$ cat config.mk
export PLATFORM = sky130hd
export DESIGN_NAME = wb_stage
export DESIGN_NICKNAME = d
export VERILOG_FILES = /design/src/rtl/wb_stage.sv
export SDC_FILE = /design/constraint.sdc
export NUM_CORES = 1
export LEC_CHECK = 0
export CAP_MARGIN = 20
export CORE_MARGIN = 2
export CORE_UTILIZATION = 48
export CTS_BUF_LIST = sky130_fd_sc_hd__clkbuf_8
export DETAILED_ROUTE_END_ITERATION = 12
export PLACE_DENSITY_LB_ADDON = 0.3
export RECOVER_POWER = 25
export SLEW_MARGIN = 10
export SYNTH_ARGS = -nofsm -noshare
export SYNTH_HDL_FRONTEND = slang
export SYNTH_SLANG_ARGS = --single-unit
$ cat constraint.sdc
create_clock -name clk_i -period 5.76 [get_ports clk_i]
set_input_delay 1.728 -clock clk_i [delete_from_list [all_inputs] [get_ports clk_i]]
set_output_delay 1.728 -clock clk_i [all_outputs]
set_load 0.05 [all_outputs]
$ cat src/rtl/wb_stage.sv
// Writeback stage: holds one retiring instruction, aligns/extends load data,
// drives the register file write port and forwarding bus, counts retirements.
module wb_stage #(
  parameter int unsigned INSTRET_W = 32
) (
  input  logic                 clk_i,
  input  logic                 rst_i,
  input  logic                 in_valid_i,
  output logic                 in_ready_o,
  input  logic [4:0]           in_rd_i,
  input  logic                 in_rd_wen_i,
  input  logic [1:0]           in_wb_sel_i,
  input  logic [31:0]          in_alu_i,
  input  logic [31:0]          in_pc_i,
  input  logic [2:0]           in_funct3_i,
  input  logic [1:0]           in_addr_lo_i,
  input  logic                 dmem_rvalid_i,
  input  logic [31:0]          dmem_rdata_i,
  output logic                 rf_wen_o,
  output logic [4:0]           rf_waddr_o,
  output logic [31:0]          rf_wdata_o,
  output logic                 fwd_valid_o,
  output logic [4:0]           fwd_rd_o,
  output logic [31:0]          fwd_data_o,
  output logic                 pend_valid_o,
  output logic [4:0]           pend_rd_o,
  output logic [INSTRET_W-1:0] instret_o
);

  typedef enum logic [1:0] {StEmpty, StHold, StWaitMem} state_e;

  localparam logic [1:0] SelLoad = 2'd1;
  localparam logic [1:0] SelPc4  = 2'd2;

  state_e               r_state;
  logic [4:0]           r_rd;
  logic                 r_rd_wen;
  logic [1:0]           r_wb_sel;
  logic [31:0]          r_alu;
  logic [31:0]          r_pc;
  logic [2:0]           r_funct3;
  logic [1:0]           r_addr_lo;
  logic [INSTRET_W-1:0] r_instret;

  logic        w_commit;
  logic        w_accept;
  logic        w_held;
  logic        w_rd_live;
  logic [31:0] w_shifted;
  logic [15:0] w_lh_half;
  logic [31:0] w_load_data;
  logic [31:0] w_result;

  assign w_held    = (r_state != StEmpty);
  assign w_commit  = (r_state == StHold) || ((r_state == StWaitMem) && dmem_rvalid_i);
  assign w_accept  = in_valid_i && in_ready_o;
  assign w_rd_live = r_rd_wen && (r_rd != 5'd0);

  assign in_ready_o = (r_state == StEmpty) || w_commit;

  // Load alignment: byte offset shifts the word down; LH picks its half by addr_lo[1].
  assign w_shifted = dmem_rdata_i >> {r_addr_lo, 3'b000};
  assign w_lh_half = r_addr_lo[1] ? dmem_rdata_i[31:16] : dmem_rdata_i[15:0];

  always_comb begin
    w_load_data = w_shifted;
    unique case (r_funct3)
      3'b000:  w_load_data = {{24{w_shifted[7]}}, w_shifted[7:0]};
      3'b001:  w_load_data = {{16{w_lh_half[15]}}, w_lh_half};
      3'b100:  w_load_data = {24'd0, w_shifted[7:0]};
      3'b101:  w_load_data = {16'd0, w_shifted[15:0]};
      default: w_load_data = w_shifted;
    endcase
  end

  always_comb begin
    w_result = r_alu;
    unique case (r_wb_sel)
      SelLoad: w_result = w_load_data;
      SelPc4:  w_result = r_pc + 32'd4;
      default: w_result = r_alu;
    endcase
  end

  assign rf_wen_o   = w_commit && w_rd_live;
  assign rf_waddr_o = w_held ? r_rd : 5'd0;
  assign rf_wdata_o = w_held ? w_result : 32'd0;

  assign fwd_valid_o = rf_wen_o;
  assign fwd_rd_o    = rf_waddr_o;
  assign fwd_data_o  = rf_wdata_o;

  assign pend_valid_o = (r_state == StWaitMem) && w_rd_live && !dmem_rvalid_i;
  assign pend_rd_o    = r_rd;

  assign instret_o = r_instret;

  always_ff @(posedge clk_i or posedge rst_i) begin
    if (rst_i) begin
      r_state   <= StEmpty;
      r_rd      <= 5'd0;
      r_rd_wen  <= 1'b0;
      r_wb_sel  <= 2'd0;
      r_alu     <= 32'd0;
      r_pc      <= 32'd0;
      r_funct3  <= 3'd0;
      r_addr_lo <= 2'd0;
      r_instret <= '0;
    end else begin
      if (w_commit) begin
        r_instret <= r_instret + INSTRET_W'(1);
      end
      if (w_accept) begin
        r_rd      <= in_rd_i;
        r_rd_wen  <= in_rd_wen_i;
        r_wb_sel  <= in_wb_sel_i;
        r_alu     <= in_alu_i;
        r_pc      <= in_pc_i;
        r_funct3  <= in_funct3_i;
        r_addr_lo <= in_addr_lo_i;
      end
      case (r_state)
        StEmpty: begin
          if (w_accept) r_state <= (in_wb_sel_i == SelLoad) ? StWaitMem : StHold;
        end
        StHold: begin
          if (w_accept) r_state <= (in_wb_sel_i == SelLoad) ? StWaitMem : StHold;
          else          r_state <= StEmpty;
        end
        StWaitMem: begin
          if (dmem_rvalid_i) begin
            if (w_accept) r_state <= (in_wb_sel_i == SelLoad) ? StWaitMem : StHold;
            else          r_state <= StEmpty;
          end
        end
        default: r_state <= StEmpty;
      endcase
    end
  end

endmodule

Word level (Yosys, flattened, before mapping). Cells that the tools add are included.

Shift operators: 1. Equal/unequal tests: 10. Mux-type cells: 10. Reductions and logical operators: 14. Add/subtract/negate cells: 2.

Operators with widths (number): case mux 32 bit (4 select lines) (1); case mux 32 bit (2 select lines) (1); adder 32 x 1 -> 32 bit (second input constant) (1); adder 32 x 3 -> 32 bit (second input constant) (1); two-way mux 32 bit (1); >> shifter 32 x 5 -> 32 bit (1); two-way mux 16 bit (1); two-way mux 2 bit (4); equality test 2 x 1 -> 1 bit (second input constant) (3); equality test 3 bit (second input constant) (2); logical AND 1 bit (6); case mux 2 bit (3 select lines) (1); two-way mux 5 bit (1); nonzero test 5 bit (1); equality test 2 bit (second input constant) (2); inequality test 2 bit (second input constant) (2); equality test 3 x 1 -> 1 bit (second input constant) (1); logical NOT 3 bit (1); logical NOT 2 bit (1); logical OR 1 bit (2); AND reduction 2 bit (1); nonzero test 2 bit (1); logical NOT 1 bit (1).

Register bits: 111. Word-level logic and storage cells: 46.

Logic depth before layout (Yosys ltp).
Depth after elaboration: 8. Gate-level depth with buffers: 10. Gate-level depth less buffers: 7.

Worst setup path after synthesis. OpenSTA, ideal clock, no wires.

Kind: input port to output port. Start point: in dmem_rdata_i[23]. End point: out rf_wdata_o[19]. Path slack: -0.365 ns. Stages on the path: 6. Arrival time: 4.397 ns. Required time: 4.032 ns. Buffers on the path: 1. Cells stage by stage: mux4_2 > nor4b_4 > o31a_2 > a21oi_1 > a221oi_1 > buf_4.

Cells in the longest elaborated chain, start to end: 4.

Ends and longest elaborated chain: start: declaration (RTL line 18) `input logic [31:0] dmem_rdata_i,`; >> shifter 32 x 5 -> 32 bit (RTL line 62) `assign w_shifted = dmem_rdata_i >> {r_addr_lo, 3'b000};`; case mux 32 bit (4 select lines) (RTL line 67) `unique case (r_funct3)`; case mux 32 bit (2 select lines) (RTL line 78) `unique case (r_wb_sel)`; two-way mux 32 bit (RTL line 87) `assign rf_wdata_o = w_held ? w_result : 32'd0;`; end: declaration (RTL line 21) `output logic [31:0] rf_wdata_o,`.

No other way between the ends.

Worst setup path after layout.
Start point: in dmem_rdata_i[31]. End point: out fwd_data_o[16].

Cells in the longest elaborated chain, start to end: 4.

Ends and longest elaborated chain: >> shifter 32 x 5 -> 32 bit / two-way mux 16 bit (equally long branches) (RTL line 62, 63); case mux 32 bit (4 select lines) * (RTL line 67); case mux 32 bit (2 select lines) * (RTL line 78); two-way mux 32 bit * (RTL line 87); end: declaration (RTL line 24) `output logic [31:0] fwd_data_o,`.

Every way passes the cells marked *; elsewhere a longest branch is shown, timed or not.

==> summary by stage <==
STA
Setup violations remaining at the end of the flow were counted as 0. The final critical-path share of the clock period is 0.986. The final count of hold timing violations is 0. The number of pins exceeding their max-slew limit in the final report is 0. In this run the tightest slew margin relative to its limit is 0.0283.

At the pin with the least slew margin, the transition time is ~1400 ps. The clock tree skew after final layout is roughly 15 ps. Timing would allow up to roughly 0.18 GHz. The shortest period the worst path allows is 5680 ps.

Setup repair after global routing left no endpoint under its margin.

Clock network
The clock slew at the register clock pins of the worst setup and hold paths is 110 ps. TritonCTS built the clock tree. The clock tree buffer depth is 2. The clock root buffer is sky130_fd_sc_hd__clkbuf_8. The count of clock tree sinks is about 110.

The number of buffers inserted during clock tree synthesis is 9. The insertion delay of the later-clocked pin in the worst-skew pair is 400 ps. The total number of H-tree levels is 3.

The number of buffers inserted for hold repair after clock tree synthesis is 0.

Floorplanning
From left edge to right edge, the die measures approximately 120 um. around 230 I/O pins were placed. The overall die height is roughly 120 um. The die covers 15300 um2. The initial utilization of the core area, before any placement, comes to 0.493.

The core area is 13900 um2. In this run the core area contains 43 standard-cell rows.

Cells and area
The post-route core utilization is 0.697. The number of fillers in the final layout is between 1000 and 1500. The antenna diode count is 0.

The layout cell share with drive strength beyond 1 is 0.268. The net count of the finished layout is ~970. The layout overhead on the synthesized area is 41.3%.

Synthesis
The post-synthesis area per instance is between 10 and 15 um2. The synthesized net count is between 700 and 800. Yosys printed 0 warnings.

The post-synthesis instance area is 6870 um2. The dominant synthesized flop cell is sky130_fd_sc_hd__dfrtp_1. The number of flip-flops and latches in the synthesized netlist is ~110.

The number of different library cells used by synthesis comes to between 50 and 60. The synthesized design contains 0 enable-type register cells. The sequential fraction of the synthesis area is 0.404. Counting every instance in the synthesized netlist gives 653.

For this run, asynchronously set or reset flops after synthesis account for 1.00.

Setup path
The category of the worst setup path launch point is an input pin. In this run the worst setup path terminates at fwd_data_o[16]. In this run the critical register-to-register path is launched from r_state[1]. Tracing the worst setup path back leads to its startpoint at dmem_rdata_i[31]. The type of destination of the critical path is a primary output.

The required time at the worst-slack endpoint is around 4000 ps. The path depth of the worst reg2reg path is 6. The startpoint-to-endpoint class of the critical path is in2out.

The setup check on the worst reg-to-reg path leaves a slack of roughly 3200 ps. The slowest stage of the critical path belongs to the cell sky130_fd_sc_hd__mux4_2. The delay contributed by the slowest stage of the critical path is 480 ps. The worst endpoint data arrival time is just under 4000 ps.

In this run the critical register-to-register path is captured at r_pc[19]. Along the worst path, the maximum fanout reaches 8. Traced cell by cell, the critical path runs through clkdlybuf4s50_1, mux4_2, nor4b_4, o31a_2, a221oi_2, nor3_2, buf_4.

Global route
The via count of the first global-routing pass was approximately 6000. The total overflow left after global routing is 0. The first global-routing pass estimated between 30 and 40 mm of wire. The total global-route track usage is 0.280. The number of antenna violations at the first check in global routing is 0.

The largest net degree at the start of global routing is 90.

Route
The detailed router placed a little over 6000 vias in this run. The total DRC errors in the routed layout is 0. The pre-antenna-repair detailed-routing pass consisted of 5 iterations. The number of DRC markers after the initial detailed-route iteration is 508. Once detail routing completed, the nets flagged for antenna violations numbered 0.

The vias per cell is between 5 and 6. After detailed routing, the total wire length is between 20 and 25 mm. The detail-routed net length per standard cell is between 20 and 25 um.

Hold path
The worst hold-check path type is reg2reg.

Run
The max capacitance violation total is 0.

Run status
The flow ran to the end, and the final reports show no timing, DRC or antenna violations.

Placed design
During placement, the flow inserted port buffers numbering 227. Detailed placement ended at an HPWL of 15.9 mm. The final estimated routing congestion in global placement is slightly above 0.9.
[critical path, delay by kind of cell]
kind,cells,cell delay (ps)
AO/OA/AOI/OAI,2,860
buffers and inverters,2,630
multiplexers,1,480
AND/OR/NAND/NOR,2,250
[cell type report]
cell class / instances / area [um2] / share of cell area
clock inverters: 7 / 70.1 / 0.00722
repair buffers: 254 / 2740 / 0.282
clock buffers: 9 / 124 / 0.0128
flip-flops and latches: 111 / 2780 / 0.286
well taps: 180 / 225 / 0.0232
inverters: 27 / 103 / 0.0106
multi-input cells: 445 / 3670 / 0.378
[registers in the layout, indices dropped and copies added, names as in the netlist]
name,count
instret_o,32
r_alu,32
r_pc,32
pend_rd_o,5
r_funct3,3
r_addr_lo,2
r_state,2
r_wb_sel,2
r_rd_wen,1
[routing by layer]
metal,share of wire,GRT usage,up-vias
met4,0.024,0.103,0
met3,0.078,0.0499,41
met5,0,0,-
met1,0.40,0.359,2972
li1,-,-,2738
met2,0.50,0.475,295
[through the flow]
stage	instance area (um2)	setup TNS [ps]	std cells	hold WS [ps]	worst slack [ps]
final	9710	0	1033	502	82.5
after detailed placement	9460	-65.4	1015	483	-33.2
after global routing	9710	0	1033	526	0.140
after CTS	9660	0	1031	503	60.5
after floorplan	6920	-1520	653	471	-217
after global placement	9460	0	1015	464	16.0
[timing repair]
action                                  CTS  global route
setup buffers                             0             0
endpoints found under the hold margin     0             0
resized for setup                         1             5
cloned                                    0             0
endpoints found under the setup margin    2            14
[synth_stat cells, types with 5 or more instances]
library cell	n	area (um2)
sky130_fd_sc_hd__o32ai_1	7	61.3
sky130_fd_sc_hd__dfrtp_1	111	2780
sky130_fd_sc_hd__mux2_2	87	980
sky130_fd_sc_hd__and3_1	5	31.3
sky130_fd_sc_hd__buf_2	14	70.1
sky130_fd_sc_hd__mux2i_1	11	110
sky130_fd_sc_hd__buf_4	39	293
sky130_fd_sc_hd__xnor2_1	42	368
sky130_fd_sc_hd__nor4_1	6	37.5
sky130_fd_sc_hd__o21ai_0	26	130
sky130_fd_sc_hd__nand2_1	23	86.3
sky130_fd_sc_hd__nor3_1	22	110
sky130_fd_sc_hd__ha_1	8	100
sky130_fd_sc_hd__nor3b_1	7	52.6
sky130_fd_sc_hd__nor2_1	37	139
sky130_fd_sc_hd__a221o_1	6	60.1
sky130_fd_sc_hd__xor2_1	11	96.3
sky130_fd_sc_hd__a221oi_1	13	114
sky130_fd_sc_hd__a21oi_1	19	95.1
sky130_fd_sc_hd__clkbuf_1	13	48.8
sky130_fd_sc_hd__nor4_2	5	62.6
sky130_fd_sc_hd__nand3_1	21	105
sky130_fd_sc_hd__nor2b_1	9	56.3
sky130_fd_sc_hd__mux4_2	7	158
sky130_fd_sc_hd__nand4_1	17	106
sky130_fd_sc_hd__inv_1	27	101
[worst min path at each step]
stage                       start             to  slack, ps  cells after the start
finish              instret_o[31]  instret_o[31]        500                      1
global route        instret_o[31]  instret_o[31]        530                      1
CTS                 instret_o[31]  instret_o[31]        500                      1
detailed placement  instret_o[31]  instret_o[31]        480                      1
global placement    instret_o[31]  instret_o[31]        460                      1
floorplan               r_alu[23]      r_alu[23]        470                      1
[cell families after synthesis]
group	count (synthesis)	share of synthesized area
and+or+nand+nor	175	0.146
DFF	111	0.404
muxes	105	0.182
AOI/OAI and AO/OA	104	0.109
buffers and inverters	97	0.0769
xor gates and xnor gates	53	0.0676
adders and majority gates	8	0.0146
[cell usage in the layout (no fill, tap or decap), types with 4 or more instances in the layout]
cell type                         synthesis  final
sky130_fd_sc_hd__xnor2_1                 42     42
sky130_fd_sc_hd__mux4_2                   7      7
sky130_fd_sc_hd__buf_12                   0     34
sky130_fd_sc_hd__a31oi_1                  4      4
sky130_fd_sc_hd__o21ai_0                 26     25
sky130_fd_sc_hd__a221oi_1                13      9
sky130_fd_sc_hd__inv_1                   27     26
sky130_fd_sc_hd__and3_1                   5      5
sky130_fd_sc_hd__mux2i_1                 11     11
sky130_fd_sc_hd__nor3_2                   0      7
sky130_fd_sc_hd__mux2_2                  87     87
sky130_fd_sc_hd__nand2b_1                 4      4
sky130_fd_sc_hd__buf_4                   39     53
sky130_fd_sc_hd__nand3_1                 21     21
sky130_fd_sc_hd__clkbuf_8                 0      9
sky130_fd_sc_hd__o32ai_1                  7      6
sky130_fd_sc_hd__nor4_1                   6      6
sky130_fd_sc_hd__nor2b_1                  9      9
sky130_fd_sc_hd__o22ai_1                  4      4
sky130_fd_sc_hd__xor2_1                  11     11
sky130_fd_sc_hd__dfrtp_1                111    111
sky130_fd_sc_hd__a21oi_1                 19     19
sky130_fd_sc_hd__nor3_1                  22     15
sky130_fd_sc_hd__nand2_1                 23     22
sky130_fd_sc_hd__nor2_1                  37     37
sky130_fd_sc_hd__nor4_2                   5      5
sky130_fd_sc_hd__nor3b_1                  7      6
sky130_fd_sc_hd__ha_1                     8      8
sky130_fd_sc_hd__clkdlybuf4s50_1          0    163
sky130_fd_sc_hd__inv_8                    0      5
sky130_fd_sc_hd__nand4_1                 17     17
sky130_fd_sc_hd__a221o_1                  6      6
Power is not shown: default switching activity piles up to over one toggle a cycle in this logic, so the estimate is an artifact.
==> variant: new RTL, config.mk and constraints unchanged <==
The parameter `INSTRET_W` goes from 32 to 64.
--- a/src/rtl/wb_stage.sv
+++ b/src/rtl/wb_stage.sv
@@ -3,3 +3,3 @@
 module wb_stage #(
-  parameter int unsigned INSTRET_W = 32
+  parameter int unsigned INSTRET_W = 64
 ) (
Interface: changed (resized instret_o); port bits go from 228 to 260. The function was not compared with the original's and may differ.
==> variant against the original RTL <==
  * The flow now finishes with violations (max-capacitance violations, max-slew violations)
  * Critical path depth rose by 1
  * Highest routed layer unchanged
  * Routed wire length increased by 22%
  * Sequential cell count is 32 higher
  * Largest cell class unchanged
  * Setup slack improved by 0.072 ns
  * Synthesized cell count is 24% higher
  * Critical path type unchanged
  * Area after synthesis grew 21%
  * Cell area increased by 22%
==> variant: results <==
outcome:
  status: "complete, but fails checks"
  violations: "max-capacitance violations, max-slew violations"
worst_setup_path:
  slowest_stage: "clkdlybuf4s50_1"
  cp_data_arrival_time_ns: 3.88
  cpPeakStageDelay_ns: 0.52
  crit_family: "buffers and inverters"
sta:
  worst_pin_slew_ns: 2.164
  slew_viol_final: 100
  skew_ns: 0.01729
global_routing:
  grt_first_pass_wirelength_um: 40070
  grt_max_degree: 100
  antenna_found_initial: 3
  globalRouteMet2Util: 0.4529
  gr-usage-met3: 0.09877
  grtUsageMet1: 0.3488
  track_usage: 0.2845
synthesis:
  synthXorXnorAreaFrac: 0.09169
  synth_async_sr_flop_share: 1.000
  synth_fa_ha_area_frac: 0.01204
  ys_types: 58
  synthTopCellsByArea: "dfrtp_1 43%, mux2_2 10%, xnor2_1 7.5%"
  yosysSeqAreaShare: 0.4306
  muxShareOfSynthArea: 0.1399
  synth_cells: 807
  yosys_warnings: 0
  yosys-top-cells-count: "143 x dfrtp_1, 77 x mux2_2, 71 x xnor2_1"
  syn-num-nets: 928
  synth-compound-area-share: 0.1012
flow_run:
  cap_viol_max_count: 1
routing:
  wl_met3_um: 2613
  viasPerCell: 5.753
  vias: 7346
  drt_iter0_markers: 578
  wirelength_um: 25950
  highest_layer: "met4"
  wl_met2_um: 12170
  drt-met1-wl_um: 10070
min_path:
  hold_class: "reg2reg"
placed_design:
  place_inst: 1242
  place_ws_ns: 0.1564
  dp_hpwl_um: 19320
  place_area_sq_um: 11400
  routabilityCongestion: 0.9228
  portBuffers: 259
clock_tree:
  path_clk_slew_ns: 0.07
  numCtsBuffers: 17
  cts.htree.levels: 4
  clk_latency_ns: 0.46
finish:
  largest_reg_flops: 64
  drive_gt1_frac: 0.2013
power:
  ir_drop_v: 0.0005982
[variant: final timing paths]
| check | startpoint | to | slack (ns) | depth (start not counted) |
|---|---|---|---|---|
| max reg2reg | r_state[0] | instret_o[44] | 2.92 | 7 |
| max | dmem_rdata_i[23] | rf_wdata_o[10] | 0.15 | 8 |
| max in group asynchronous | rst_i | r_pc[3] | 2.13 | 3 |
| min reg2reg | instret_o[63] | instret_o[63] | 0.49 | 1 |
| min in group asynchronous | rst_i | instret_o[4] | 2.41 | 2 |
| min | instret_o[63] | instret_o[63] | 0.49 | 1 |
[variant: worst register-to-register path: cells and delay by family (launching register included)]
family	cells	cell delay [ns]
AND/OR/NAND/NOR	3	1.65
flip-flops	1	0.42
AO/OA/AOI/OAI	1	0.21
adder cells (fa/ha/maj)	1	0.19
buffers and inverters	1	0.10
XOR/XNOR	1	0.17
[variant: cells by family (layout without fill, tap and decap cells)]
| kind of cell | Yosys count | in the layout |
|---|---|---|
| buf+inv | 95 | 336 |
| xor+xnor | 87 | 87 |
| mux | 99 | 99 |
| fa+ha+maj | 8 | 8 |
| compound gates | 129 | 129 |
| simple gates | 246 | 246 |
| other cells | 0 | 4 |
| flops | 143 | 143 |
[variant: layout make-up]
type                       instances  area (sq um)
inverter                          20         78.83
antenna                            4         10.01
multi-input combinational        569          4265
clock buffer                      18         247.7
tap                              225         281.5
sequential                       143          3578
fill                            1305          5290
timing repair buffer             285          3189
clock inverter                    13         175.2
[variant: power breakdown]
part / switching (W) / internal, W / total, W
registers: 0.000394 / 0.00131 / 0.00170
logic: 0.00323 / 0.00230 / 0.00553
clock network: 0.000398 / 0.000476 / 0.000874
[variant: timing repair]
action / in CTS / in global routing
setup endpoints to repair: 0 / 2
endpoints found under the hold margin: 0 / 0
setup buffers: 0 / 0
gates resized for setup: 0 / 1
